==> config.mk <==
export PLATFORM = sky130hd
export DESIGN_NAME = icache
export DESIGN_NICKNAME = d
export VERILOG_FILES = /design/src/rtl/cpu_types_pkg.sv /design/src/rtl/icache_frame_array.sv /design/src/rtl/icache.sv
export SDC_FILE = /design/constraint.sdc
export NUM_CORES = 1
export LEC_CHECK = 0
export BUFFER_PORTS_ARGS = -buffer_cell sky130_fd_sc_hd__buf_2
export CORE_MARGIN = 5
export CORE_UTILIZATION = 50
export DETAILED_ROUTE_END_ITERATION = 16
export GPL_TIMING_DRIVEN = 1
export MAX_ROUTING_LAYER = met4
export PLACE_DENSITY_LB_ADDON = 0.05
export SLEW_MARGIN = 20
export SYNTH_ARGS = -nofsm -noshare
export SYNTH_HDL_FRONTEND = slang
export SYNTH_SLANG_ARGS = --single-unit
==> constraint.sdc <==
create_clock -name CLK -period 7.9 [get_ports CLK]
set_input_delay 1.185 -clock CLK [delete_from_list [all_inputs] [get_ports CLK]]
set_output_delay 1.185 -clock CLK [all_outputs]
set_load 0.05 [all_outputs]
==> src/rtl/cpu_types_pkg.sv <==
// cpu_types_pkg: shared cache types and constants for the instruction cache.
package cpu_types_pkg;
  localparam int ICACHE_FRAMES = 16;
  localparam int ICACHE_IDX_W = $clog2(ICACHE_FRAMES);
  localparam int ICACHE_TAG_W = 30 - ICACHE_IDX_W;
  typedef struct packed {
    logic [ICACHE_TAG_W-1:0] tag;
    logic [ICACHE_IDX_W-1:0] idx;
    logic [1:0]              bytoff;
  } icachef_t;
  typedef struct packed {
    logic                    valid;
    logic [ICACHE_TAG_W-1:0] tag;
    logic [31:0]             data;
  } icache_frame;
  typedef enum logic {IDLE, FETCH} icache_state_t;
endpackage

==> src/rtl/icache_frame_array.sv <==
// icache_frame_array: direct-mapped frame storage with clearable valid bits,
// one combinational read port and one write port.
module icache_frame_array #(
  parameter int NFRAMES = 16,
  parameter int IDX_W = $clog2(NFRAMES),
  parameter int TAG_W = 30 - IDX_W
) (
  input  logic             CLK,
  input  logic             nRST,
  input  logic [IDX_W-1:0] rd_idx,
  output logic             rd_valid,
  output logic [TAG_W-1:0] rd_tag,
  output logic [31:0]      rd_data,
  input  logic             wr_en,
  input  logic [IDX_W-1:0] wr_idx,
  input  logic [TAG_W-1:0] wr_tag,
  input  logic [31:0]      wr_data
);
  logic [NFRAMES-1:0] valid_q, valid_d;
  logic [TAG_W-1:0] tag_arr [NFRAMES];
  logic [31:0] data_arr [NFRAMES];
  always_comb begin
    valid_d = valid_q;
    if (wr_en) valid_d[wr_idx] = 1'b1;
  end
  // Tag/data are not reset; a reset edge must not write even if a fill was due.
  always_ff @(posedge CLK) begin
    valid_q <= nRST ? valid_d : '0;
    if (nRST && wr_en) begin
      tag_arr[wr_idx] <= wr_tag;
      data_arr[wr_idx] <= wr_data;
    end
  end
  assign rd_valid = valid_q[rd_idx];
  assign rd_tag = tag_arr[rd_idx];
  assign rd_data = data_arr[rd_idx];
endmodule

==> src/rtl/icache.sv <==
// icache: direct-mapped read-only instruction cache; misses fetch one word
// over the iREN/iwait handshake while ihit stays low.
module icache
  import cpu_types_pkg::*;
#(
  parameter int NFRAMES = ICACHE_FRAMES
) (
  input  logic        CLK,
  input  logic        nRST,
  input  logic        imemREN,
  input  logic [31:0] imemaddr,
  output logic        ihit,
  output logic [31:0] imemload,
  output logic        iREN,
  output logic [31:0] iaddr,
  input  logic [31:0] iload,
  input  logic        iwait
);
  localparam int IDX_W = $clog2(NFRAMES);
  localparam int TAG_W = 30 - IDX_W;
  icache_state_t state_q, state_d;
  logic [29:0] miss_q, miss_d;
  logic rd_valid, wr_en, unused_bytoff;
  logic [TAG_W-1:0] rd_tag;
  logic [31:0] rd_data;
  assign unused_bytoff = ^imemaddr[1:0];
  icache_frame_array #(.NFRAMES(NFRAMES), .IDX_W(IDX_W), .TAG_W(TAG_W)) u_frames (
    .CLK(CLK),
    .nRST(nRST),
    .rd_idx(imemaddr[1+IDX_W:2]),
    .rd_valid(rd_valid),
    .rd_tag(rd_tag),
    .rd_data(rd_data),
    .wr_en(wr_en),
    .wr_idx(miss_q[IDX_W-1:0]),
    .wr_tag(miss_q[29:IDX_W]),
    .wr_data(iload)
  );
  always_comb begin
    ihit = imemREN & rd_valid & (rd_tag == imemaddr[31:2+IDX_W]);
    imemload = ihit ? rd_data : 32'h0;
    iREN = (state_q == FETCH);
    iaddr = iREN ? {miss_q, 2'b00} : 32'h0;
    wr_en = iREN & ~iwait;
    state_d = state_q;
    miss_d = miss_q;
    if (state_q == IDLE && imemREN && !ihit) begin
      state_d = FETCH;
      miss_d = imemaddr[31:2];
    end
    if (wr_en) state_d = IDLE;
  end
  always_ff @(posedge CLK) begin
    state_q <= nRST ? state_d : IDLE;
    miss_q <= nRST ? miss_d : '0;
  end
endmodule

==> impl_metrics.tcl <==
set metrics [dict create \
    status "complete, no violations" \
    ys_warn_count 0 \
    clockPowerShare 0.429 \
    synth_top_flop_cell "edfxtp_1" \
    cts_setup_buffers 0 \
    clockBufferDepth 3 \
    cts_resized 0 \
    crit_path_end_kind "primary output" \
    hold_ws_ns 0.449 \
    dr.pass1.iters 5 \
    slowest_stage "buf_8" \
    wl_per_cell_um 29.4 \
    yosysTopAreaCell "edfxtp_1" \
    syn_avg_cell_area_sq_um 21.3 \
    clock_skew_ns 0.0254 \
    start_util 0.503 \
    die_x_um 286 \
    die_y_um 286 \
    power_density_nw_per_um2 252 \
    holdBufCountCts 0 \
    gr-total-overflow 0 \
    switchingPower_mw 2.24 \
    die-area_sq_um 81700 \
    maxCapViolations 0 \
    io_pins 134 \
    path_clk_slew_ns 0.06 \
    rsz0062_at_grt "false" \
    hold_viol 0 \
    worst_pin_slew_ns 1.07 \
    wirelength_um 89200 \
    critPathKind "in2out" \
    ys_seq_area_frac 0.757 \
    final_util 0.572 \
    drc 0 \
    finalNonFillerCells 3036 \
    seq_power_share 0.527 \
    area_delta_synth_final_pct 13.8 \
    clk_latency_ns 0.65 \
    p_leak_nw 14.6 \
    yosysUniqueCellTypes 57 \
    min_path_type "reg2reg" \
    synth_top_area_frac 0.733 \
    gp_congestion 0.741 \
    synth.area.top_cells "edfxtp_1, mux4_2, mux2i_1, dfxtp_1, nand2_1" \
    critPathMaxFanout 72 \
    crit_family "buffers and inverters" \
    p_comb_frac 0.044 \
    grt_pass1_wl_um 131000 \
    portBuffers 129 \
    cpPeakStageDelay_ns 0.57 \
    dp_hpwl_um 46600 \
    grt_use_total 0.226 \
    cts_tree "yes" \
    irDropWorstVdd_mv 0.221 \
    crit_buf_inv 4 \
    fmax_ghz 0.156 \
    dp_cells 2843 \
    finalCritPeriodShare 0.811 \
    vias_per_cell 6.03 \
    cp-start-kind "input pin" \
    synth-seq-cells 975 \
    layout_common_cells "edfxtp_1, mux4_2, buf_2, clkbuf_16, mux2i_1" \
    synth_cells 1786 \
    netlist_area_sq_um 38000 \
    drt_iter0_drc 1429 \
    synth_edf_count 928 \
    drive_above_1_share 0.284 \
    drv_slew 0 \
    finalSetupTns_ns 0 \
    setup_viol 0 \
    cts_root_buffer "clkbuf_16" \
    async_flop_share 0 \
    core_area_sq_um 75700 \
    antenna_found_initial 6 \
    cp_data_required_time_ns 6.71 \
    h-tree-depth 3 \
    final_common_cell "edfxtp_1" \
    routed-via-count 18311 \
    critPathArrivalTime_ns 5.22 \
    first_global_vias 19090 \
    grt_max_degree 92 \
    cpMostUsedCell "buf_4" \
    ant_nets 0 \
    max-slew-margin-rel 0.288 \
    sw_frac_of_total 0.206 \
    p_int_mw 8.65 \
    numCtsBuffers 101 \
    min_period_ns 6.40 \
    clock-sinks 975 \
    rows 101 \
    layout.nets 2036 \
    crit_chain "buf_8 > buf_4 > mux4_2 > mux2i_1 > xor2_1 > nor2_1 > or3b_2 > nor3_1 > nand4_1 > buf_4 > nor2b_1 > buf_2" \
]
==> area by class of cell <==
| class | count | area, sq um |
|---|---|---|
| Fill cell | 5603 | 32400 |
| Sequential cell | 975 | 28800 |
| Multi-Input combinational cell | 705 | 8820 |
| Clock buffer | 136 | 2830 |
| Tap cell | 978 | 1220 |
| Timing Repair Buffer | 179 | 1090 |
| Clock inverter | 53 | 468 |
| Inverter | 6 | 25.0 |
| Antenna cell | 4 | 10.0 |
==> synthesized netlist by cell type, types with 5 or more instances <==
cell type and count:
nand4_1 8, a21o_1 16, clkbuf_1 46, buf_2 38
a211o_1 7, a221oi_1 5, mux4_2 234, xor2_1 11
buf_6 6, nor2b_1 37, nand3_1 10, nor2_1 23
mux2i_1 96, buf_4 7, inv_1 5, a22oi_1 25
nand2_1 78, edfxtp_1 928, nor4_1 5, dfxtp_1 47
a21oi_1 8, nand2b_1 6, nor3_1 18, mux4_1 6
xnor2_1 11, and2_1 33, and3_1 11
==> sequential cells by signal, indices dropped and copies added (netlist names) <==
register / cells
iREN: 1
miss_q: 30
u_frames.data_arr: 512
u_frames.tag_arr: 416
u_frames.valid_q: 16
==> worst paths after layout <==
| kind | start | endpoint | slack (ns) | cells after the start |
|---|---|---|---|---|
| min | u_frames.valid_q[5] | u_frames.valid_q[5] | 0.45 | 1 |
| max | imemaddr[2] | imemload[19] | 1.50 | 12 |
| max reg2reg | u_frames.tag_arr[15][6] | miss_q[5] | 4.25 | 9 |
| min reg2reg | u_frames.valid_q[5] | u_frames.valid_q[5] | 0.45 | 1 |
==> per-stage QoR <==
stage	instance area (sq um)	worst slack, ns	power (mW)
after floorplan	38000	1.49	6.15
after detailed placement	40000	1.39	6.34
after global routing	43300	1.14	11.2
final	43300	1.50	10.9
after CTS	43300	1.38	11.0
after global placement	40000	1.33	6.33
==> power by group through the flow <==
stage / clock network (mW) / logic [mW] / registers [mW]
finish: 4.67 / 0.484 / 5.73
global route: 4.99 / 0.523 / 5.74
CTS: 4.77 / 0.495 / 5.73
detailed placement: 0 / 0.493 / 5.84
global placement: 0 / 0.488 / 5.84
floorplan: 0 / 0.327 / 5.83
==> layer usage <==
layer  vias up  global-route usage  share of wire  wire length [um]
met2       444               0.378           0.51             45900
met5         -                   -              0                 0
met1      9961               0.302           0.43             37900
met4         0              0.0445          0.016              1440
met3       114              0.0342          0.044              3940
li1       7792                   -              -                 -
==> cells by family (layout without fill, tap and decap cells) <==
logic type             count (synthesis)  in the layout  share of synthesized area
multiplexers                         340            340                      0.169
flip-flops                           975            975                      0.757
XOR/XNOR                              22             22                    0.00507
buffers and inverters                107            374                     0.0137
other                                  1              6                  0.0000986
AND/OR/NAND/NOR                      253            253                     0.0363
AO/OA/AOI/OAI                         88             88                     0.0184
No activity file was read; power rests on OpenSTA's default activity.
